[src/rtl/checker_mode_engine_pkg.sv]
// Shared definitions for the checker mode engine: mode codes, FSM state
// encodings, datapath widths and the latched command payload.
package checker_mode_engine_pkg;

    localparam int unsigned ADDR_W = 64;
    localparam int unsigned DATA_W = 64;
    localparam int unsigned MODE_W = 2;
    localparam int unsigned CNT_W  = 8;

    typedef enum logic [MODE_W-1:0] {
        CHECKER_MODE_NONE  = 2'd0,
        CHECKER_MODE_DUMMY = 2'd1,
        CHECKER_MODE_READ  = 2'd2,
        CHECKER_MODE_IRQ   = 2'd3
    } checker_mode_e;

    typedef enum logic [2:0] {
        ST_IDLE     = 3'd0,
        ST_DUMMY    = 3'd1,
        ST_RD_REQ   = 3'd2,
        ST_RD_WAIT  = 3'd3,
        ST_IRQ_WAIT = 3'd4,
        ST_DONE     = 3'd5
    } checker_state_e;

    // Command captured on the start edge.
    typedef struct packed {
        checker_mode_e     mode;
        logic [ADDR_W-1:0] addr;
    } mode_cmd_t;

endpackage

[src/rtl/checker_mode_engine_if.sv]
// Checker mode control bus plus the 64-bit request/acknowledge read port.
// master: control side and memory responder (drives mode_*, mem_ack/data/err)
// slave : checker_mode_engine (drives results, irq and mem_req/mem_addr)
interface checker_mode_engine_if;
    import checker_mode_engine_pkg::*;

    logic [MODE_W-1:0] mode_mode;
    logic              mode_start;
    logic [ADDR_W-1:0] mode_addr;
    logic              mode_end;
    logic [DATA_W-1:0] mode_data;
    logic              mode_irq;
    logic              mode_ack;
    logic              mode_error;
    logic              mem_req;
    logic [ADDR_W-1:0] mem_addr;
    logic              mem_ack;
    logic [DATA_W-1:0] mem_data;
    logic              mem_err;

    modport master (
        output mode_mode, mode_start, mode_addr, mode_ack,
        output mem_ack, mem_data, mem_err,
        input  mode_end, mode_data, mode_irq, mode_error,
        input  mem_req, mem_addr
    );

    modport slave (
        input  mode_mode, mode_start, mode_addr, mode_ack,
        input  mem_ack, mem_data, mem_err,
        output mode_end, mode_data, mode_irq, mode_error,
        output mem_req, mem_addr
    );

endinterface

[src/rtl/checker_mode_engine_timeout.sv]
// checker_mode_timeout: loadable down-counter shared by the DUMMY wait and
// the read timeout. load has priority over clear, clear over dec.
// Ports: clk, rst_n, clear, load, load_val, dec, expired_c (count == 0).
module checker_mode_timeout
    import checker_mode_engine_pkg::*;
(
    input  logic             clk,
    input  logic             rst_n,
    input  logic             clear,
    input  logic             load,
    input  logic [CNT_W-1:0] load_val,
    input  logic             dec,
    output logic             expired_c
);

    logic [CNT_W-1:0] cnt_q;

    always_ff @(posedge clk or negedge rst_n) begin
        if (!rst_n) begin
            cnt_q <= '0;
        end else if (load) begin
            cnt_q <= load_val;
        end else if (clear) begin
            cnt_q <= '0;
        end else if (dec && (cnt_q != '0)) begin
            cnt_q <= cnt_q - CNT_W'(1);
        end
    end

    assign expired_c = (cnt_q == '0);

endmodule

[src/rtl/checker_mode_engine.sv]
// checker_mode_engine: responder side of the checker mode interface.
// Launches NONE/DUMMY/READ/IRQ operations on a rising edge of mode_start,
// aborts on a low level, and drives a single-outstanding memory read port.
// Ports: sys_clk, sys_rst_n (async active-low), bus (checker_mode_engine_if.slave).
// Optional IRQ polling mode is built when CHECKER_MODE_IRQ_EN is defined;
// otherwise mode 3 takes the error path and mode_irq is tied low.
// DUMMY_CYCLES and TIMEOUT must lie in 1..256 (8-bit counter).
module checker_mode_engine
    import checker_mode_engine_pkg::*;
#(
    parameter int unsigned DUMMY_CYCLES = 8,
    parameter int unsigned TIMEOUT      = 255
) (
    input  logic                  sys_clk,
    input  logic                  sys_rst_n,
    checker_mode_engine_if.slave  bus
);

    checker_state_e    state_q, state_d;
    logic              start_q;
    mode_cmd_t         cmd_q, cmd_d;
    logic [DATA_W-1:0] data_q, data_d;
    logic              end_q, end_d;
    logic              err_q, err_d;
    logic              req_q, req_d;
    logic [ADDR_W-1:0] maddr_q, maddr_d;

    logic              start_edge_c;
    logic              tmr_clear, tmr_load, tmr_dec, tmr_exp_c;
    logic [CNT_W-1:0]  tmr_val;

`ifdef CHECKER_MODE_IRQ_EN
    logic              irq_q, irq_d;
    logic [DATA_W-1:0] ref_q, ref_d;
    logic              ref_vld_q, ref_vld_d;
`else
    logic              unused_mode_ack;
    assign unused_mode_ack = bus.mode_ack;
`endif

    assign start_edge_c = bus.mode_start & ~start_q;

    checker_mode_timeout u_timeout (
        .clk       (sys_clk),
        .rst_n     (sys_rst_n),
        .clear     (tmr_clear),
        .load      (tmr_load),
        .load_val  (tmr_val),
        .dec       (tmr_dec),
        .expired_c (tmr_exp_c)
    );

    // State and registered outputs.
    always_ff @(posedge sys_clk or negedge sys_rst_n) begin
        if (!sys_rst_n) begin
            state_q   <= ST_IDLE;
            start_q   <= 1'b0;
            cmd_q     <= '0;
            data_q    <= '0;
            end_q     <= 1'b0;
            err_q     <= 1'b0;
            req_q     <= 1'b0;
            maddr_q   <= '0;
`ifdef CHECKER_MODE_IRQ_EN
            irq_q     <= 1'b0;
            ref_q     <= '0;
            ref_vld_q <= 1'b0;
`endif
        end else begin
            state_q   <= state_d;
            start_q   <= bus.mode_start;
            cmd_q     <= cmd_d;
            data_q    <= data_d;
            end_q     <= end_d;
            err_q     <= err_d;
            req_q     <= req_d;
            maddr_q   <= maddr_d;
`ifdef CHECKER_MODE_IRQ_EN
            irq_q     <= irq_d;
            ref_q     <= ref_d;
            ref_vld_q <= ref_vld_d;
`endif
        end
    end

    // Next-state and output decode.
    always_comb begin
        state_d   = state_q;
        cmd_d     = cmd_q;
        data_d    = data_q;
        end_d     = 1'b0;
        err_d     = 1'b0;
        // A request is always retired by its ack, whatever the state does.
        req_d     = req_q & ~bus.mem_ack;
        maddr_d   = maddr_q;
        tmr_load  = 1'b0;
        tmr_val   = '0;
        tmr_dec   = 1'b0;
`ifdef CHECKER_MODE_IRQ_EN
        irq_d     = irq_q;
        ref_d     = ref_q;
        ref_vld_d = ref_vld_q;
`endif

        case (state_q)
            ST_IDLE: begin
                if (start_edge_c) begin
                    cmd_d.mode = checker_mode_e'(bus.mode_mode);
                    cmd_d.addr = bus.mode_addr;
                    data_d     = '0;
                    case (checker_mode_e'(bus.mode_mode))
                        CHECKER_MODE_DUMMY: begin
                            tmr_load = 1'b1;
                            tmr_val  = CNT_W'(DUMMY_CYCLES - 1);
                            state_d  = ST_DUMMY;
                        end
                        CHECKER_MODE_READ: begin
                            req_d   = 1'b1;
                            maddr_d = bus.mode_addr;
                            state_d = ST_RD_REQ;
                        end
`ifdef CHECKER_MODE_IRQ_EN
                        CHECKER_MODE_IRQ: begin
                            req_d     = 1'b1;
                            maddr_d   = bus.mode_addr;
                            ref_vld_d = 1'b0;
                            state_d   = ST_RD_REQ;
                        end
`endif
                        default: begin
                            end_d   = 1'b1;
                            err_d   = 1'b1;
                            state_d = ST_DONE;
                        end
                    endcase
                end
            end

            ST_DUMMY: begin
                if (!bus.mode_start) begin
                    state_d = ST_IDLE;
                end else if (tmr_exp_c) begin
                    data_d  = ~cmd_q.addr;
                    end_d   = 1'b1;
                    state_d = ST_DONE;
                end else begin
                    tmr_dec = 1'b1;
                end
            end

            ST_RD_REQ, ST_RD_WAIT: begin
                if (!bus.mode_start) begin
                    // Abort: drain an open request in DONE, else straight to IDLE.
                    state_d = bus.mem_ack ? ST_IDLE : ST_DONE;
                end else if (bus.mem_ack) begin
                    if (bus.mem_err) begin
                        data_d  = '0;
                        end_d   = 1'b1;
                        err_d   = 1'b1;
                        state_d = ST_DONE;
                    end else if (cmd_q.mode == CHECKER_MODE_READ) begin
                        data_d  = bus.mem_data;
                        end_d   = 1'b1;
                        state_d = ST_DONE;
                    end else begin
`ifdef CHECKER_MODE_IRQ_EN
                        if (ref_vld_q && (bus.mem_data != ref_q)) begin
                            data_d  = bus.mem_data;
                            irq_d   = 1'b1;
                            state_d = ST_IRQ_WAIT;
                        end else begin
                            // First word becomes the reference; re-read back-to-back.
                            ref_d     = ref_vld_q ? ref_q : bus.mem_data;
                            ref_vld_d = 1'b1;
                            req_d     = 1'b1;
                            state_d   = ST_RD_REQ;
                        end
`else
                        data_d  = '0;
                        end_d   = 1'b1;
                        err_d   = 1'b1;
                        state_d = ST_DONE;
`endif
                    end
                end else if (state_q == ST_RD_REQ) begin
                    tmr_load = 1'b1;
                    tmr_val  = CNT_W'(TIMEOUT - 1);
                    state_d  = ST_RD_WAIT;
                end else if (tmr_exp_c) begin
                    // Timeout: request stays open; its late ack is swallowed in DONE.
                    data_d  = '0;
                    end_d   = 1'b1;
                    err_d   = 1'b1;
                    state_d = ST_DONE;
                end else begin
                    tmr_dec = 1'b1;
                end
            end

`ifdef CHECKER_MODE_IRQ_EN
            ST_IRQ_WAIT: begin
                if (!bus.mode_start) begin
                    irq_d   = 1'b0;
                    state_d = ST_IDLE;
                end else if (bus.mode_ack) begin
                    irq_d   = 1'b0;
                    end_d   = 1'b1;
                    state_d = ST_DONE;
                end
            end
`endif

            ST_DONE: begin
                if (!bus.mode_start && (!req_q || bus.mem_ack)) begin
                    state_d = ST_IDLE;
                end
            end

            default: begin
                state_d = ST_IDLE;
            end
        endcase

        tmr_clear = (state_d == ST_IDLE);
    end

    assign bus.mode_end   = end_q;
    assign bus.mode_error = err_q;
    assign bus.mode_data  = data_q;
    assign bus.mem_req    = req_q;
    assign bus.mem_addr   = maddr_q;
`ifdef CHECKER_MODE_IRQ_EN
    assign bus.mode_irq   = irq_q;
`else
    assign bus.mode_irq   = 1'b0;
`endif

endmodule

[src/flat_wrapper.sv]
// flat-port wrapper written by rule: the top's interface ports become plain ports
module checker_mode_engine_flat import checker_mode_engine_pkg::*;
#(
    parameter int unsigned DUMMY_CYCLES = 8,
    parameter int unsigned TIMEOUT      = 255
)
  (sys_clk, sys_rst_n, bus_mode_mode, bus_mode_start, bus_mode_addr, bus_mode_ack, bus_mem_ack, bus_mem_data, bus_mem_err, bus_mode_end, bus_mode_data, bus_mode_irq, bus_mode_error, bus_mem_req, bus_mem_addr);
  checker_mode_engine_if bus_i ();
  input  logic sys_clk;
  input  logic sys_rst_n;
  input wire logic [$bits(bus_i.mode_mode)-1:0] bus_mode_mode;
  input wire logic [$bits(bus_i.mode_start)-1:0] bus_mode_start;
  input wire logic [$bits(bus_i.mode_addr)-1:0] bus_mode_addr;
  input wire logic [$bits(bus_i.mode_ack)-1:0] bus_mode_ack;
  input wire logic [$bits(bus_i.mem_ack)-1:0] bus_mem_ack;
  input wire logic [$bits(bus_i.mem_data)-1:0] bus_mem_data;
  input wire logic [$bits(bus_i.mem_err)-1:0] bus_mem_err;
  output wire logic [$bits(bus_i.mode_end)-1:0] bus_mode_end;
  output wire logic [$bits(bus_i.mode_data)-1:0] bus_mode_data;
  output wire logic [$bits(bus_i.mode_irq)-1:0] bus_mode_irq;
  output wire logic [$bits(bus_i.mode_error)-1:0] bus_mode_error;
  output wire logic [$bits(bus_i.mem_req)-1:0] bus_mem_req;
  output wire logic [$bits(bus_i.mem_addr)-1:0] bus_mem_addr;
  assign bus_i.mode_mode = bus_mode_mode;
  assign bus_i.mode_start = bus_mode_start;
  assign bus_i.mode_addr = bus_mode_addr;
  assign bus_i.mode_ack = bus_mode_ack;
  assign bus_i.mem_ack = bus_mem_ack;
  assign bus_i.mem_data = bus_mem_data;
  assign bus_i.mem_err = bus_mem_err;
  assign bus_mode_end = bus_i.mode_end;
  assign bus_mode_data = bus_i.mode_data;
  assign bus_mode_irq = bus_i.mode_irq;
  assign bus_mode_error = bus_i.mode_error;
  assign bus_mem_req = bus_i.mem_req;
  assign bus_mem_addr = bus_i.mem_addr;
  checker_mode_engine #(.DUMMY_CYCLES(DUMMY_CYCLES), .TIMEOUT(TIMEOUT)) u_core (.sys_clk(sys_clk), .sys_rst_n(sys_rst_n), .bus(bus_i));
endmodule
[config.mk]
export PLATFORM = sky130hd
export DESIGN_NAME = checker_mode_engine_flat
export DESIGN_NICKNAME = d
export VERILOG_FILES = /design/src/rtl/checker_mode_engine_pkg.sv /design/src/rtl/checker_mode_engine_if.sv /design/src/rtl/checker_mode_engine_timeout.sv /design/src/rtl/checker_mode_engine.sv /design/src/flat_wrapper.sv
export SDC_FILE = /design/constraint.sdc
export NUM_CORES = 1
export LEC_CHECK = 0
export BUFFER_PORTS_ARGS = -buffer_cell sky130_fd_sc_hd__buf_2
export CAP_MARGIN = 5
export CORE_AREA = 8 8 120 167
export DETAILED_ROUTE_END_ITERATION = 10
export DIE_AREA = 0 0 128 175
export GPL_ROUTABILITY_DRIVEN = 1
export PLACE_DENSITY = 0.77
export SLEW_MARGIN = 20
export SYNTH_ARGS = -nofsm -noshare
export SYNTH_HDL_FRONTEND = slang
export SYNTH_SLANG_ARGS = --single-unit
[constraint.sdc]
create_clock -name sys_clk -period 2.7 [get_ports sys_clk]
set_input_delay 0.405 -clock sys_clk [delete_from_list [all_inputs] [get_ports sys_clk]]
set_output_delay 0.405 -clock sys_clk [all_outputs]
set_load 0.02 [all_outputs]
==> impl_metrics.ini, run 1 <==
[floorplan]
die_h_um = 175
pin_count = 268
core.rowCount = 58
die_area_sq_um = 22400
die_w_um = 128
start_util = 0.490
coreArea_sq_um = 17600

[placed_design]
dp_slack_ps = 511
io_buffers = 265
place_area_sq_um = 10300
hpwl_um = 17000
gp_congestion = 0.842

[global_routing]
grt_pass1_vias = 7403
grt_max_degree = 81
gr-total-overflow = 0
track_usage = 0.213
antenna_found_initial = 1
grt_first_pass_wirelength_um = 38300

[routing]
avgViaCountPerCell = 5.11
drt_iter0_drc = 405
vias = 7050
first_pass_iters = 4
post_drt_wl_per_cell_um = 17.3
drc = 0
final_antenna_net_count = 0
drt_wl_total_um = 23900

[yosys]
synth_nets = 1009
yosysWarnings = 0
synth.top_cell.area_share = 0.607
ys_ff_latch = 209
seq_area_frac_synth = 0.607
syn_area_per_cell_sq_um = 9.90
netlist_area_sq_um = 8610
synth_cell_type_count = 38
synthTopCellsByArea = dfrtp_1, nand2_1, mux2_2
syn_inst = 870
yosys.area.top_type = dfrtp_1

[sta]
hold_viol = 0
setup_ws_ps = 492
hold_slack_ps = 116
fin_setup_tns_ps = 0
report.final.slew_viol_count = 0
finClkSkew_ps = 13.3
timing.slew.headroom = 0.539
rsz0062_at_grt = false
fin_crit_ps = 2210
min_period_over_period = 0.818
fmax_mhz = 453
worst_pin_slew_ps = 692
final-setup-viol-count = 0

[clocking]
numCtsBuffers = 21
clk_pin_slew_ps = 60
clock_path_buffers = 3
cts_sinks = 209
cts_tree = yes
post-cts-setup-buffer-count = 0
clkLatencyLatePin_ps = 500
htreeDepth = 1
clk_root_buffer_cell = clkbuf_16

[power_and_ir_drop]
power.density_nw_per_um2 = 1290
ir_worst_vdd_v = 0.000734
p_leak_nw = 5.58

[layout]
fillers = 1479
mostFrequentLayoutCells = buf_2, dfrtp_1, nand2_1
final_common_cell = buf_2
final_area_sq_um = 10900
area_growth_pct = 27.1
final_layout_size_suffix_gt1_frac = 0.345
nNetsFinal = 1263

[critical_path]
crit_chain = inv_1, ha_1, nor4bb_1, nand2_1, a21oi_4, buf_12, nor2_1, a21oi_1
cp_max_fo = 52
path_class = flip-flop to flip-flop
cp-start-kind = flip-flop
arrival_ps = 2610
cpPeakStageDelay_ps = 460
cp_slowest_cell = a21oi_4
end_kind = flip-flop
r2r_setup_slack_ps = 490
cp.required_ps = 3100

[status]
status = completed

[min_path]
hold_class = input pin to flip-flop

[flow_run]
maxCapViolCount = 0
[cells in the mapped netlist]
cell type    n
a21o_1       1
a21oi_1    134
a22oi_1      1
a32oi_1      1
and2_1       3
and3_1       1
buf_1       11
buf_2       17
buf_4        1
clkbuf_1    25
conb_1       1
dfrtp_1    209
ha_1         3
inv_1        6
mux2_2      64
mux2i_1      2
nand2_1    204
nand2b_1     3
nand3_1      4
nand4_1      1
nand4b_1     1
nor2_1     136
nor2b_1      5
nor3_1       5
nor3_2       1
nor4_1       2
nor4b_1      1
nor4bb_1     1
o21ai_0      7
o221ai_2     1
o31ai_1      7
o32ai_2      1
or2_2        1
or3_1        2
or3_4        1
or4_4        1
xnor2_1      3
xor2_1       2
[cell families (layout without fill, tap and decap cells)]
logic type	Yosys count	count (layout)	share of synthesized area
xor gates and xnor gates	5	5	0.00509
AOI/OAI and AO/OA	153	153	0.0944
adders and majority gates	3	3	0.00436
muxes	66	66	0.0860
other	1	2	0.000435
DFF	209	209	0.607
buffers and inverters	60	328	0.0291
and+or+nand+nor	373	373	0.173
[per-stage QoR]
| step | instances | total power (W) | utilization |
|---|---|---|---|
| 2_1_floorplan | 870 | 0.00917 | - |
| 3_3_place_gp | 1340 | 0.0111 | 0.584 |
| 3_5_place_dp | 1340 | 0.0113 | 0.584 |
| 4_1_cts | 1378 | 0.0142 | 0.623 |
| 5_1_grt | 1379 | 0.0150 | 0.623 |
| 6_report | 1379 | 0.0141 | 0.623 |
[per-layer routing]
| metal | share of wire | vias to the layer above | global-route usage |
|---|---|---|---|
| li1 | - | 3370 | - |
| met1 | 0.37 | 3367 | 0.238 |
| met2 | 0.53 | 253 | 0.376 |
| met3 | 0.063 | 60 | 0.0476 |
| met4 | 0.037 | 0 | 0.0965 |
| met5 | 0 | - | 0 |
[layout make-up]
class / instances / area [sq um] / share of cell area
sequential: 209 / 5230 / 0.478
clock buffer: 29 / 606 / 0.0553
tap: 240 / 300 / 0.0274
inverter: 6 / 22.5 / 0.00206
antenna: 1 / 2.50 / 0.000229
multi-input combinational: 601 / 3150 / 0.288
timing repair buffer: 285 / 1560 / 0.143
clock inverter: 8 / 68.8 / 0.00629
[flip-flops by register name, summed over array words and instances (netlist names)]
signal                  flops
u_core.u_timeout.cnt_q      8
u_core.bus.mode_data       64
u_core.bus.mode_error       1
u_core.state_q              3
u_core.start_q              1
u_core.cmd_q               66
u_core.bus.mode_end         1
u_core.bus.mem_req          1
u_core.bus.mem_addr        64
[power breakdown]
group,internal [W],leakage (nW),switching [W]
sequential,0.00465,2.55,0.000783
clock,0.00166,0.340,0.00118
combinational,0.00213,2.70,0.00366
total,0.00845,5.58,0.00562
[path summary, 6_finish.rpt]
path,from,end,depth (start not counted)
min in group asynchronous,sys_rst_n,u_core.cmd_q[51]$_DFFE_PN0P_,2
max,u_core.u_timeout.cnt_q[0]$_DFFE_PN0P_,u_core.bus.mode_data[48]$_DFFE_PN0P_,8
min reg2reg,u_core.cmd_q[53]$_DFFE_PN0P_,u_core.cmd_q[53]$_DFFE_PN0P_,2
max reg2reg,u_core.u_timeout.cnt_q[0]$_DFFE_PN0P_,u_core.bus.mode_data[48]$_DFFE_PN0P_,8
min,bus_mode_addr[24],u_core.cmd_q[24]$_DFFE_PN0P_,3
max in group asynchronous,sys_rst_n,u_core.bus.mem_addr[42]$_DFFE_PN0P_,3
[worst max-delay path: cells and delay by family, from the launching register on]
family	cells	cell delay [ps]
and+or+nand+nor	3	520
AOI/OAI and AO/OA	2	610
DFF	1	380
adders and majority gates	1	200
buffers and inverters	2	390
[what timing repair did]
item	CTS	global route
hold buffers	1	0
endpoints found under the hold margin	74	0
gates resized for setup	0	0
endpoints found under the setup margin	0	0
No activity file was read; power rests on OpenSTA's default activity.
==> run 2: changes to the inputs <==
==> constraint.sdc (replaced) <==
create_clock -name sys_clk -period 2.05 [get_ports sys_clk]
set_input_delay 0.3075 -clock sys_clk [delete_from_list [all_inputs] [get_ports sys_clk]]
set_output_delay 0.3075 -clock sys_clk [all_outputs]
set_load 0.02 [all_outputs]
==> impl_metrics.ini, run 2 (synthesized netlist as in run 1, its figures left out) <==
[status]
status = completed

[placed_design]
hpwl_um = 17500
place_area_sq_um = 10300
dp_slack_ps = -62.0
io_buffers = 265
gp_congestion = 0.849

[min_path]
whs_endpoint = u_core.cmd_q[12]$_DFFE_PN0P_
hold_path_depth = 3
hp-start = bus_mode_addr[12]
hold_class = input pin to flip-flop

[critical_path]
end_kind = flip-flop
r2r_end = u_core.u_timeout.cnt_q[0]$_DFFE_PN0P_
r2r_setup_slack_ps = 70
critPathBufInv = 0
r2r_start = u_core.u_timeout.cnt_q[5]$_DFFE_PN0P_
path_class = flip-flop to flip-flop
arrival_ps = 2370
cpPeakStageDelay_ps = 530
r2r_cells = 5
cp_max_fo = 8
cp_slowest_cell = or4_4
crit_family = simple AND/OR/NAND/NOR gates
cp-start-kind = flip-flop
crit_chain = or4_4, or3_4, o221ai_4, nor3_4, o32ai_2
cp.required_ps = 2450
path_depth = 5

[floorplan]
coreArea_sq_um = 17600
core.rowCount = 58
die_w_um = 128
pin_count = 268
die_area_sq_um = 22400
start_util = 0.490
die_h_um = 175

[power_and_ir_drop]
p_leak_nw = 5.71
power_frac_seq = 0.375
p_sw_w = 0.00774
power.density_nw_per_um2 = 1710
ir_worst_vdd_v = 0.000971
p_int_w = 0.0115
comb_power_share = 0.424
p_sw_frac = 0.402
p_clk_frac = 0.202

[sta]
fin_crit_ps = 1980
setup_ws_ps = 72.5
worst_pin_slew_ps = 522
final-setup-viol-count = 0
hold_slack_ps = 13.9
timing.slew.headroom = 0.652
report.final.slew_viol_count = 0
finClkSkew_ps = 14.4
min_period_over_period = 0.965
hold_viol = 0
fmax_mhz = 506

[layout]
nNetsFinal = 1277
final_area_sq_um = 11300
largest_reg_flops = 66
area_growth_pct = 30.8
final_layout_size_suffix_gt1_frac = 0.359
mostFrequentLayoutCells = buf_2, dfrtp_1, nand2_1
top_register = u_core.cmd_q
final_common_cell = buf_2

[clocking]
numCtsBuffers = 21
clk_pin_slew_ps = 70
cts_tree = yes
clkLatencyLatePin_ps = 500
htreeDepth = 1
clock_path_buffers = 3
cts_sinks = 209
clk_root_buffer_cell = clkbuf_16

[global_routing]
antenna_found_initial = 2
grt_first_pass_wirelength_um = 39200
track_usage = 0.217
grt_pass1_vias = 7542
gr-total-overflow = 0
grt_max_degree = 73

[routing]
drc = 0
drt_wl_total_um = 25300
avgViaCountPerCell = 5.23
vias = 7285
post_drt_wl_per_cell_um = 18.2
first_pass_iters = 7
drt_iter0_drc = 392
final_antenna_net_count = 0

[flow_run]
maxCapViolCount = 0
[run 2: through the flow]
step                      power [W]  cells  setup TNS, ps   util
after floorplan              0.0121    870              0      -
after global placement       0.0146   1347              0  0.589
after detailed placement     0.0150   1347           -702  0.589
after CTS                    0.0190   1386              0  0.631
after global routing         0.0204   1394          -1.85  0.642
final                        0.0193   1394              0  0.642
[run 2: area by class of cell]
class | instances | area (sq um)
fillers | 1462 | 6290
flip-flops and latches | 209 | 5230
multi-input cells | 601 | 3220
repair buffers | 299 | 1790
clock buffers | 26 | 574
well taps | 240 | 300
clock inverters | 11 | 125
inverters | 6 | 22.5
diodes | 2 | 5.00
[run 2: repair_timing]
item                                   in CTS  in global routing
hold buffers                                2                  0
endpoints found under the hold margin      51                  0
pin swaps                                   0                  9
setup endpoints to repair                  52                 70
gates resized for setup                     1                 13
gates cloned                                0                  3
setup buffers                               0                  3
[run 2: worst max path at each step]
stage / start / to
finish: u_core.u_timeout.cnt_q[5]$_DFFE_PN0P_ / u_core.u_timeout.cnt_q[0]$_DFFE_PN0P_
detailed placement: u_core.u_timeout.cnt_q[3]$_DFFE_PN0P_ / u_core.bus.mode_data[20]$_DFFE_PN0P_
global placement: u_core.u_timeout.cnt_q[3]$_DFFE_PN0P_ / u_core.bus.mode_data[29]$_DFFE_PN0P_
floorplan: u_core.u_timeout.cnt_q[3]$_DFFE_PN0P_ / u_core.u_timeout.cnt_q[0]$_DFFE_PN0P_
CTS: u_core.u_timeout.cnt_q[0]$_DFFE_PN0P_ / u_core.bus.mode_data[41]$_DFFE_PN0P_
global route: u_core.u_timeout.cnt_q[0]$_DFFE_PN0P_ / u_core.bus.mode_data[20]$_DFFE_PN0P_
[run 2: tightest hold or removal path, stage by stage]
cell and delay [ps]:
buf_2 80, nand2_1 40, nand2_1 50
[run 2: metal layers]
metal	vias up	track usage	wire, um
met5	-	0	0
li1	3404	-	-
met2	254	0.393	13400
met3	51	0.0516	1750
met1	3576	0.237	9330
met4	0	0.0860	814
[run 2: power by group through the flow]
stage,combinational (W),sequential (W),clock [W]
2_1_floorplan,0.00334,0.00873,0
3_3_place_gp,0.00754,0.00711,0
3_5_place_dp,0.00775,0.00722,0
4_1_cts,0.00782,0.00718,0.00396
5_1_grt,0.00888,0.00744,0.00412
6_report,0.00816,0.00721,0.00388
==> run 3: changes to the inputs <==
--- a/config.mk
+++ b/config.mk
@@ -11,7 +11,9 @@
 export DETAILED_ROUTE_END_ITERATION = 10
 export DIE_AREA = 0 0 128 175
 export GPL_ROUTABILITY_DRIVEN = 1
+export MAX_ROUTING_LAYER = met4
 export PLACE_DENSITY = 0.77
+export REMOVE_ABC_BUFFERS = 1
 export SLEW_MARGIN = 20
 export SYNTH_ARGS = -nofsm -noshare
 export SYNTH_HDL_FRONTEND = slang
==> impl_metrics.ini, run 3 (synthesized netlist as in run 1, its figures left out) <==
[layout]
largest_reg_flops = 66
area_growth_pct = 30.9
top_register = u_core.cmd_q
mostFrequentLayoutCells = buf_2, dfrtp_1, nand2_1
seq_area_sq_um = 5230
fillers = 1451
final_layout_size_suffix_gt1_frac = 0.356
final_common_cell = buf_2
final_area_sq_um = 11300
nNetsFinal = 1273
multi_input_area_sq_um = 3190

[placed_design]
io_buffers = 265
dp_slack_ps = -9.43
gp_congestion = 0.824
hpwl_um = 17100
place_area_sq_um = 10300

[floorplan]
core.rowCount = 58
die_w_um = 128
coreArea_sq_um = 17600
die_area_sq_um = 22400
die_h_um = 175
start_util = 0.490
pin_count = 268

[sta]
finClkSkew_ps = 10.2
timing.slew.headroom = 0.661
setup_ws_ps = 29.8
worst_pin_slew_ps = 508
fin_crit_ps = 2020
rsz0062_at_grt = true
min_period_over_period = 0.985
fmax_mhz = 495
hold_viol = 0
fin_setup_tns_ps = 0
final-setup-viol-count = 0
hold_slack_ps = 23.7
report.final.slew_viol_count = 0

[routing]
drt_wl_total_um = 24800
drc = 0
drt-met1-wl_um = 9090
avgViaCountPerCell = 5.20
wl_met3_um = 1370
first_pass_iters = 7
wl_met2_um = 13400
drt_iter0_drc = 515
post_drt_wl_per_cell_um = 17.9
final_antenna_net_count = 0
vias = 7224
highest-signal-layer = met4

[clocking]
htreeDepth = 1
cts_tree = yes
clk_root_buffer_cell = clkbuf_16
clkLatencyLatePin_ps = 490
clock_path_buffers = 3
numCtsBuffers = 21
clk_pin_slew_ps = 60
cts_sinks = 209

[critical_path]
crit_family = simple AND/OR/NAND/NOR gates
crit_chain = inv_1, ha_1, nor4bb_2, nand2_1, a21oi_4, buf_4, buf_12, nor2_1, a21oi_1
cp.required_ps = 2460
cp-startpoint = u_core.u_timeout.cnt_q[0]$_DFFE_PN0P_
critPathBufInv = 3
path_class = flip-flop to flip-flop
r2r_cells = 9
end_kind = flip-flop
path_depth = 9
cp_slowest_cell = dfrtp_1
r2r_setup_slack_ps = 30
r2r_start = u_core.u_timeout.cnt_q[0]$_DFFE_PN0P_
arrival_ps = 2430
cpPeakStageDelay_ps = 380
cp_max_fo = 35
cp-start-kind = flip-flop
r2r_end = u_core.bus.mode_data[3]$_DFFE_PN0P_

[power_and_ir_drop]
power.density_nw_per_um2 = 1720
p_leak_nw = 5.74
ir_worst_vdd_v = 0.000991

[global_routing]
grt_first_pass_wirelength_um = 38600
gr-total-overflow = 0
antenna_found_initial = 1
track_usage = 0.220
grt_pass1_vias = 7525
grt_max_degree = 71

[min_path]
hold_path_depth = 3
hold_class = input pin to flip-flop
hp-start = bus_mode_addr[0]
whs_endpoint = u_core.cmd_q[0]$_DFFE_PN0P_

[status]
status = completed

[flow_run]
maxCapViolCount = 0
## run 3: final cells by class
class,instances,share of cell area
Inverter,6,0.00200
Sequential cell,209,0.464
Clock inverter,9,0.0157
Multi-Input combinational cell,601,0.283
Antenna cell,1,0.000222
Clock buffer,28,0.0543
Tap cell,240,0.0266
Timing Repair Buffer,295,0.154
## run 3: power by group
group | leakage [nW] | internal (W) | switching (W)
Clock | 0.392 | 0.00273 | 0.00157
Combinational | 2.80 | 0.00299 | 0.00500
Sequential | 2.55 | 0.00613 | 0.00102
## run 3: routing by layer
layer,up-vias,global-route usage
met1,3510,0.239
li1,3392,-
met3,70,0.0354
met4,0,0.0985
met2,252,0.388
met5,-,-
## run 3: what timing repair did
| item | in CTS | in global routing |
|---|---|---|
| pin swaps | 1 | 7 |
| endpoints found under the setup margin | 4 | 65 |
| resized for setup | 2 | 4 |
| buffers inserted | 0 | 6 |
| hold buffers | 1 | 0 |
| hold endpoints to repair | 50 | 0 |
| gates cloned | 0 | 2 |
## run 3: through the flow
step,cells,power (W),utilization
2_1_floorplan,816,0.0119,-
3_3_place_gp,1342,0.0145,0.588
3_5_place_dp,1342,0.0149,0.588
4_1_cts,1380,0.0193,0.635
5_1_grt,1389,0.0207,0.642
6_report,1389,0.0194,0.642
## run 3: worst max-delay path by stage
stage | to | slack, ps
after floorplan | u_core.bus.mode_data[0]$_DFFE_PN0P_ | -3910
after global placement | u_core.u_timeout.cnt_q[0]$_DFFE_PN0P_ | 90
after detailed placement | u_core.u_timeout.cnt_q[6]$_DFFE_PN0P_ | -9
after CTS | u_core.u_timeout.cnt_q[6]$_DFFE_PN0P_ | 3
after global routing | u_core.bus.mode_data[11]$_DFFE_PN0P_ | -100
final | u_core.bus.mode_data[3]$_DFFE_PN0P_ | 30
## run 3: worst min-delay path, cell delays in order
cell and delay (ps):
buf_2 90, nand2_1 40, nand2_1 40
